$ cat src/rtl/lab4_task_sequencer.sv
// lab4_task_sequencer
//   Shares one operand bus, one start key and the HEX1/HEX0 display pair
//   between the two lab 4 engines (bitcounter and BinarySearch).
//   On a rising edge of start_req the mode and the operand are latched. After
//   one settling cycle, exactly one engine's start level is raised. The
//   sequencer then waits, with a cycle budget, for that engine's done and
//   holds the captured result for the seven-segment display.
//
// Ports
//   clock                   system clock (CLOCK_50)
//   reset                   synchronous, active-high
//   start_req               synchronized start level (~KEY[3] after a DFF)
//   mode                    0 = bit count, 1 = binary search (SW[8])
//   data_in                 operand (SW[7:0])
//   eng_a                   latched operand, fanned out to both engines
//   bc_start / bs_start     engine start levels (never both high)
//   bc_done, bc_result      bitcounter handshake and result
//   bs_done, bs_found,
//   bs_loc                  BinarySearch handshake and result
//   busy                    high while dispatching or running
//   res_valid               high while a fresh result is being held
//   hex0_val, hex1_val      digits for HEX0 / HEX1
//   hex1_on                 1 = HEX1 shows hex1_val, 0 = HEX1 blank
//   show_dash               1 = display shows '-' (not found or timeout)
//   error                   timeout flag, sticky until reset or next start
module lab4_task_sequencer #(
  parameter int DATA_W  = 8,
  parameter int LOC_W   = 5,
  parameter int CNT_W   = 4,
  parameter int TIMEOUT = 64
) (
  input  logic              clock,
  input  logic              reset,
  input  logic              start_req,
  input  logic              mode,
  input  logic [DATA_W-1:0] data_in,
  output logic [DATA_W-1:0] eng_a,
  output logic              bc_start,
  input  logic              bc_done,
  input  logic [CNT_W-1:0]  bc_result,
  output logic              bs_start,
  input  logic              bs_done,
  input  logic              bs_found,
  input  logic [LOC_W-1:0]  bs_loc,
  output logic              busy,
  output logic              res_valid,
  output logic [3:0]        hex0_val,
  output logic [3:0]        hex1_val,
  output logic              hex1_on,
  output logic              show_dash,
  output logic              error
);

  localparam int TO_W = (TIMEOUT > 2) ? $clog2(TIMEOUT) : 1;
  localparam logic [TO_W-1:0] TO_LAST = TO_W'(TIMEOUT - 1);

  typedef enum logic [2:0] {
    S_IDLE     = 3'd0,
    S_DISPATCH = 3'd1,
    S_RUN      = 3'd2,
    S_HOLD     = 3'd3,
    S_ERROR    = 3'd4
  } state_t;

  state_t            state_r, state_nxt_s;
  logic [TO_W-1:0]   cnt_r, cnt_nxt_s;
  logic              start_prev_r;
  logic              mode_q_r, mode_q_nxt_s;
  logic [DATA_W-1:0] eng_a_r, eng_a_nxt_s;
  logic              bc_start_r, bc_start_nxt_s;
  logic              bs_start_r, bs_start_nxt_s;
  logic              busy_r, busy_nxt_s;
  logic              res_valid_r, res_valid_nxt_s;
  logic [3:0]        hex0_r, hex0_nxt_s;
  logic [3:0]        hex1_r, hex1_nxt_s;
  logic              hex1_on_r, hex1_on_nxt_s;
  logic              show_dash_r, show_dash_nxt_s;
  logic              error_r, error_nxt_s;
  logic              start_edge_s;
  logic              sel_done_s;

  assign start_edge_s = start_req & ~start_prev_r;
  // Only the engine chosen at latch time can finish the run.
  assign sel_done_s   = mode_q_r ? bs_done : bc_done;

  // State, counter and registered outputs; reset clears everything at once.
  always_ff @(posedge clock) begin
    if (reset) begin
      state_r      <= S_IDLE;
      cnt_r        <= '0;
      // Track the key during reset so a level held through reset is not an edge.
      start_prev_r <= start_req;
      mode_q_r     <= 1'b0;
      eng_a_r      <= '0;
      bc_start_r   <= 1'b0;
      bs_start_r   <= 1'b0;
      busy_r       <= 1'b0;
      res_valid_r  <= 1'b0;
      hex0_r       <= 4'h0;
      hex1_r       <= 4'h0;
      hex1_on_r    <= 1'b0;
      show_dash_r  <= 1'b0;
      error_r      <= 1'b0;
    end else begin
      state_r      <= state_nxt_s;
      cnt_r        <= cnt_nxt_s;
      start_prev_r <= start_req;
      mode_q_r     <= mode_q_nxt_s;
      eng_a_r      <= eng_a_nxt_s;
      bc_start_r   <= bc_start_nxt_s;
      bs_start_r   <= bs_start_nxt_s;
      busy_r       <= busy_nxt_s;
      res_valid_r  <= res_valid_nxt_s;
      hex0_r       <= hex0_nxt_s;
      hex1_r       <= hex1_nxt_s;
      hex1_on_r    <= hex1_on_nxt_s;
      show_dash_r  <= show_dash_nxt_s;
      error_r      <= error_nxt_s;
    end
  end

  // Next-state logic; status outputs are derived from the next state so they
  // line up with the registered state.
  always_comb begin
    state_nxt_s     = state_r;
    cnt_nxt_s       = cnt_r;
    mode_q_nxt_s    = mode_q_r;
    eng_a_nxt_s     = eng_a_r;
    hex0_nxt_s      = hex0_r;
    hex1_nxt_s      = hex1_r;
    hex1_on_nxt_s   = hex1_on_r;
    show_dash_nxt_s = show_dash_r;
    error_nxt_s     = error_r;
    bc_start_nxt_s  = 1'b0;
    bs_start_nxt_s  = 1'b0;
    busy_nxt_s      = 1'b0;
    res_valid_nxt_s = 1'b0;

    case (state_r)
      S_IDLE, S_ERROR: begin
        if (start_edge_s) begin
          mode_q_nxt_s = mode;
          eng_a_nxt_s  = data_in;
          error_nxt_s  = 1'b0;
          cnt_nxt_s    = '0;
          state_nxt_s  = S_DISPATCH;
        end else begin
          state_nxt_s  = state_r;
        end
      end
      S_DISPATCH: begin
        cnt_nxt_s   = '0;
        state_nxt_s = S_RUN;
      end
      S_RUN: begin
        // done is checked before the budget, so a done on the last cycle wins.
        if (sel_done_s) begin
          if (!mode_q_r) begin
            hex0_nxt_s      = bc_result[3:0];
            hex1_on_nxt_s   = 1'b0;
            show_dash_nxt_s = 1'b0;
          end else if (bs_found) begin
            hex1_nxt_s      = {3'b000, bs_loc[4]};
            hex0_nxt_s      = bs_loc[3:0];
            hex1_on_nxt_s   = 1'b1;
            show_dash_nxt_s = 1'b0;
          end else begin
            hex1_on_nxt_s   = 1'b1;
            show_dash_nxt_s = 1'b1;
          end
          state_nxt_s = S_HOLD;
        end else if (cnt_r == TO_LAST) begin
          error_nxt_s     = 1'b1;
          show_dash_nxt_s = 1'b1;
          state_nxt_s     = S_ERROR;
        end else begin
          cnt_nxt_s = cnt_r + {{(TO_W-1){1'b0}}, 1'b1};
        end
      end
      S_HOLD: begin
        // Engines sit in their done-wait state until the start level drops.
        if (start_req) begin
          state_nxt_s = S_HOLD;
        end else begin
          state_nxt_s = S_IDLE;
        end
      end
      default: begin
        state_nxt_s = S_IDLE;
      end
    endcase

    busy_nxt_s      = (state_nxt_s == S_DISPATCH) || (state_nxt_s == S_RUN);
    res_valid_nxt_s = (state_nxt_s == S_HOLD);
    if ((state_nxt_s == S_RUN) || (state_nxt_s == S_HOLD)) begin
      bc_start_nxt_s = ~mode_q_nxt_s;
      bs_start_nxt_s = mode_q_nxt_s;
    end else begin
      bc_start_nxt_s = 1'b0;
      bs_start_nxt_s = 1'b0;
    end
  end

  assign eng_a     = eng_a_r;
  assign bc_start  = bc_start_r;
  assign bs_start  = bs_start_r;
  assign busy      = busy_r;
  assign res_valid = res_valid_r;
  assign hex0_val  = hex0_r;
  assign hex1_val  = hex1_r;
  assign hex1_on   = hex1_on_r;
  assign show_dash = show_dash_r;
  assign error     = error_r;

endmodule
$ cat config.mk
export PLATFORM = sky130hd
export DESIGN_NAME = lab4_task_sequencer
export DESIGN_NICKNAME = d
export VERILOG_FILES = /design/src/rtl/lab4_task_sequencer.sv
export SDC_FILE = /design/constraint.sdc
export NUM_CORES = 1
export LEC_CHECK = 0
export ABC_AREA = 1
export ABC_CLOCK_PERIOD_IN_PS = 1600
export BUFFER_PORTS_ARGS = -buffer_cell sky130_fd_sc_hd__buf_2
export CAP_MARGIN = 5
export CORE_UTILIZATION = 45
export DETAILED_ROUTE_END_ITERATION = 7
export PLACE_DENSITY_LB_ADDON = 0.25
export REMOVE_ABC_BUFFERS = 1
export SETUP_SLACK_MARGIN = 0.15
export SYNTH_ARGS = -nofsm -noshare
export SYNTH_HDL_FRONTEND = slang
export SYNTH_SLANG_ARGS = --single-unit
export TNS_END_PERCENT = 10
$ cat constraint.sdc
create_clock -name clock -period 1.6 [get_ports clock]
set_input_delay 0 -clock clock [delete_from_list [all_inputs] [get_ports clock]]
set_output_delay 0 -clock clock [all_outputs]
set_load 0.02 [all_outputs]
==> flow_metrics.env <==
export IMPL_status="completed"
export IMPL_cts_tree="built"
export IMPL_rsz0062_at_grt="true"
export IMPL_top_layer="met4"
export IMPL_ant_nets=0
export IMPL_routabilityCongestion=0.828
export IMPL_wl_mm=3.22
export IMPL_num_fill_cells=289
export IMPL_die_x_um=59.0
export IMPL_port_buffers=43
export IMPL_clkTransAtPathRegs_ps=100
export IMPL_register_area_um2=627
export IMPL_nNetsFinal=294
export IMPL_vias_per_cell=4.51
export IMPL_grtUsageTotal_pct=20.5
export IMPL_hold_depth=5
export IMPL_cts_root_buf="clkbuf_4"
export IMPL_pin_count=47
export IMPL_layout_min_cycle_time_ps=1340
export IMPL_first_pass_iters=4
export IMPL_ys_warn_count=0
export IMPL_grt_pass1_vias=1291
export IMPL_rrSetupSlack_ps=260
export IMPL_cap_violations=0
export IMPL_synth_area_per_cell_um2=7.20
export IMPL_multiInputGateArea_um2=723
export IMPL_critPathLaunchType="flop"
export IMPL_total_power_mw=1.78
export IMPL_r2r_cells=8
export IMPL_max_clock_path_buffers=2
export IMPL_synthArstFlopShare_pct=0
export IMPL_leakage_nw=0.964
export IMPL_layout_drive_gt1_share_pct=31.9
export IMPL_synth_edf_count=0
export IMPL_maxClockFrequency_ghz=0.746
export IMPL_yosysUniqueCellTypes=25
export IMPL_rows=20
export IMPL_drt_iter0_markers=51
export IMPL_max_vdd_ir_drop_mv=0.559
export IMPL_cts_sinks=31
export IMPL_yosys_top_cells_count="nand2_1 (42), nor2_1 (39), dfxtp_1 (31), inv_1 (17), o21ai_0 (17)"
export IMPL_synth_ff_type="dfxtp_1"
export IMPL_dieArea_um2=3480
export IMPL_maxSlewViolCount=0
export IMPL_syn2layout_area_growth_pct=34.1
export IMPL_cts_buffers=5
export IMPL_antenna_diode_count=0
export IMPL_finalSetupViolCount=0
export IMPL_routedWlPerCell_um=10.3
export IMPL_wl_met2_mm=1.62
export IMPL_tns_ps=0
export IMPL_grt_pass1_wl_mm=5.41
export IMPL_met1_length_mm=1.44
export IMPL_synth_most_common_cell="nand2_1"
export IMPL_cp_max_fo=10
export IMPL_initial_core_util_pct=47.5
export IMPL_hold_viol=0
export IMPL_power_density_nw_per_um2=909
export IMPL_post_synth_inst_count=203
export IMPL_num_vias=1416
export IMPL_core_area_um2=3080
export IMPL_synth_area_leaders="dfxtp_1 (42%), nand2_1 (11%), nor2_1 (10%), o21ai_0 (5.8%), inv_1 (4.4%)"
export IMPL_hpwlAfterDp_mm=2.20
export IMPL_grt_max_degree=16
export IMPL_hold_class="in -> reg"
export IMPL_critPathCaptureType="flop"
export IMPL_required_ps=1830
export IMPL_grt_overflow=0
export IMPL_skew_ps=9.98
export IMPL_synth_seq_area_share_pct=42.5
export IMPL_htreeDepth=2
export IMPL_cp_arrival_ps=1570
export IMPL_fin_crit_sh_pct=83.8
export IMPL_syn_area_um2=1460
export IMPL_clock_latency_ps=330
export IMPL_synth_top_cell_area_share_pct=42.5
export IMPL_fp_dieH_um=59.0
export IMPL_worstSetupPathType="reg -> reg"
export IMPL_drc=0
export IMPL_ys_ff_latch=31
export IMPL_synth_top_area_cell="dfxtp_1"
export IMPL_wl_met3_um=106
export IMPL_grt_antenna_before_repair=0
[cells by family after synthesis]
| logic type | after synthesis | synth area share [%] |
|---|---|---|
| AO/OA/AOI/OAI | 33 | 12.0 |
| adder cells (fa/ha/maj) | 1 | 0.856 |
| buffers and inverters | 30 | 9.67 |
| flip-flops | 31 | 42.5 |
| other | 1 | 0.257 |
| AND/OR/NAND/NOR | 107 | 34.8 |
[worst max-delay path, stage by stage, from the launching register on]
cell and delay (ps):
dfxtp_4 400, inv_4 100, nand2_1 50, nand2_1 90, o21ai_0 100, nor2_2 260
inv_2 80, nor2_1 110, nor2_1 60
[routing by layer]
layer  vias to the layer above  track usage (%)
met5                         -                0
met4                         0             9.18
met3                         8             5.24
met2                        28             35.7
met1                       621             23.5
li1                        759                -
[power breakdown]
group / leakage [nW] / switching, mW / internal [mW]
sequential: 0.254 / 0.0385 / 0.830
clock: 0.0272 / 0.276 / 0.168
combinational: 0.682 / 0.292 / 0.177
total: 0.964 / 0.607 / 1.18
[registers in the layout (all words and copies together), names as in the netlist]
| signal | cells |
|---|---|
| eng_a | 8 |
| cnt_r | 6 |
| hex0_val | 4 |
| state_r | 3 |
| bc_start | 1 |
| bs_start | 1 |
| busy | 1 |
| error | 1 |
| hex1_on | 1 |
| hex1_val | 1 |
| mode_q_r | 1 |
| res_valid | 1 |
| show_dash | 1 |
| start_prev_r | 1 |
[worst paths after layout]
kind / start / end
min reg2reg: hex1_on / hex1_on
min: bs_loc[1] / hex0_val[1]
max: mode_q_r / hex0_val[0]
max reg2reg: mode_q_r / hex0_val[0]
[final cells by class]
type	count	area share, %
multi-input combinational	145	36.9
sequential	31	32.0
timing repair buffer	63	20.8
inverter	23	4.53
tap	44	2.81
clock buffer	5	1.92
clock inverter	3	1.02
[repair_timing]
item / CTS / global route
hold endpoints to repair: 16 / 0
pin swaps: 0 / 4
hold buffers: 17 / 0
endpoints found under the setup margin: 1 / 17
setup buffers: 0 / 2
gates resized for setup: 1 / 8
gates cloned: 0 / 1
[per-stage QoR]
step	std cells	utilization (%)	area (um^2)	hold WS (ps)	setup WS (ps)
2_1_floorplan	198	-	1420	27.7	353
4_1_cts	311	62.5	1920	0.615	217
6_report	314	63.7	1960	4.17	259
5_1_grt	314	63.7	1960	10.2	137
3_5_place_dp	286	55.0	1690	139	156
3_3_place_gp	286	55.0	1690	138	177
[layout by cell type, fill, tap and decap left out, types with 2 or more instances in the layout]
| cell type | n |
|---|---|
| nor2_4 | 4 |
| buf_2 | 43 |
| buf_4 | 3 |
| clkinvlp_4 | 2 |
| o21ai_2 | 2 |
| dfxtp_2 | 2 |
| inv_2 | 6 |
| nand3_1 | 8 |
| o21ai_1 | 2 |
| a21oi_1 | 11 |
| nand2_2 | 6 |
| inv_1 | 16 |
| o21ai_0 | 17 |
| dfxtp_1 | 28 |
| clkbuf_4 | 5 |
| nor2_2 | 4 |
| nor2_1 | 38 |
| nand2_4 | 4 |
| conb_1 | 3 |
| dlygate4sd3_1 | 17 |
| nand2_1 | 40 |
(Power assumes the default switching activity.)
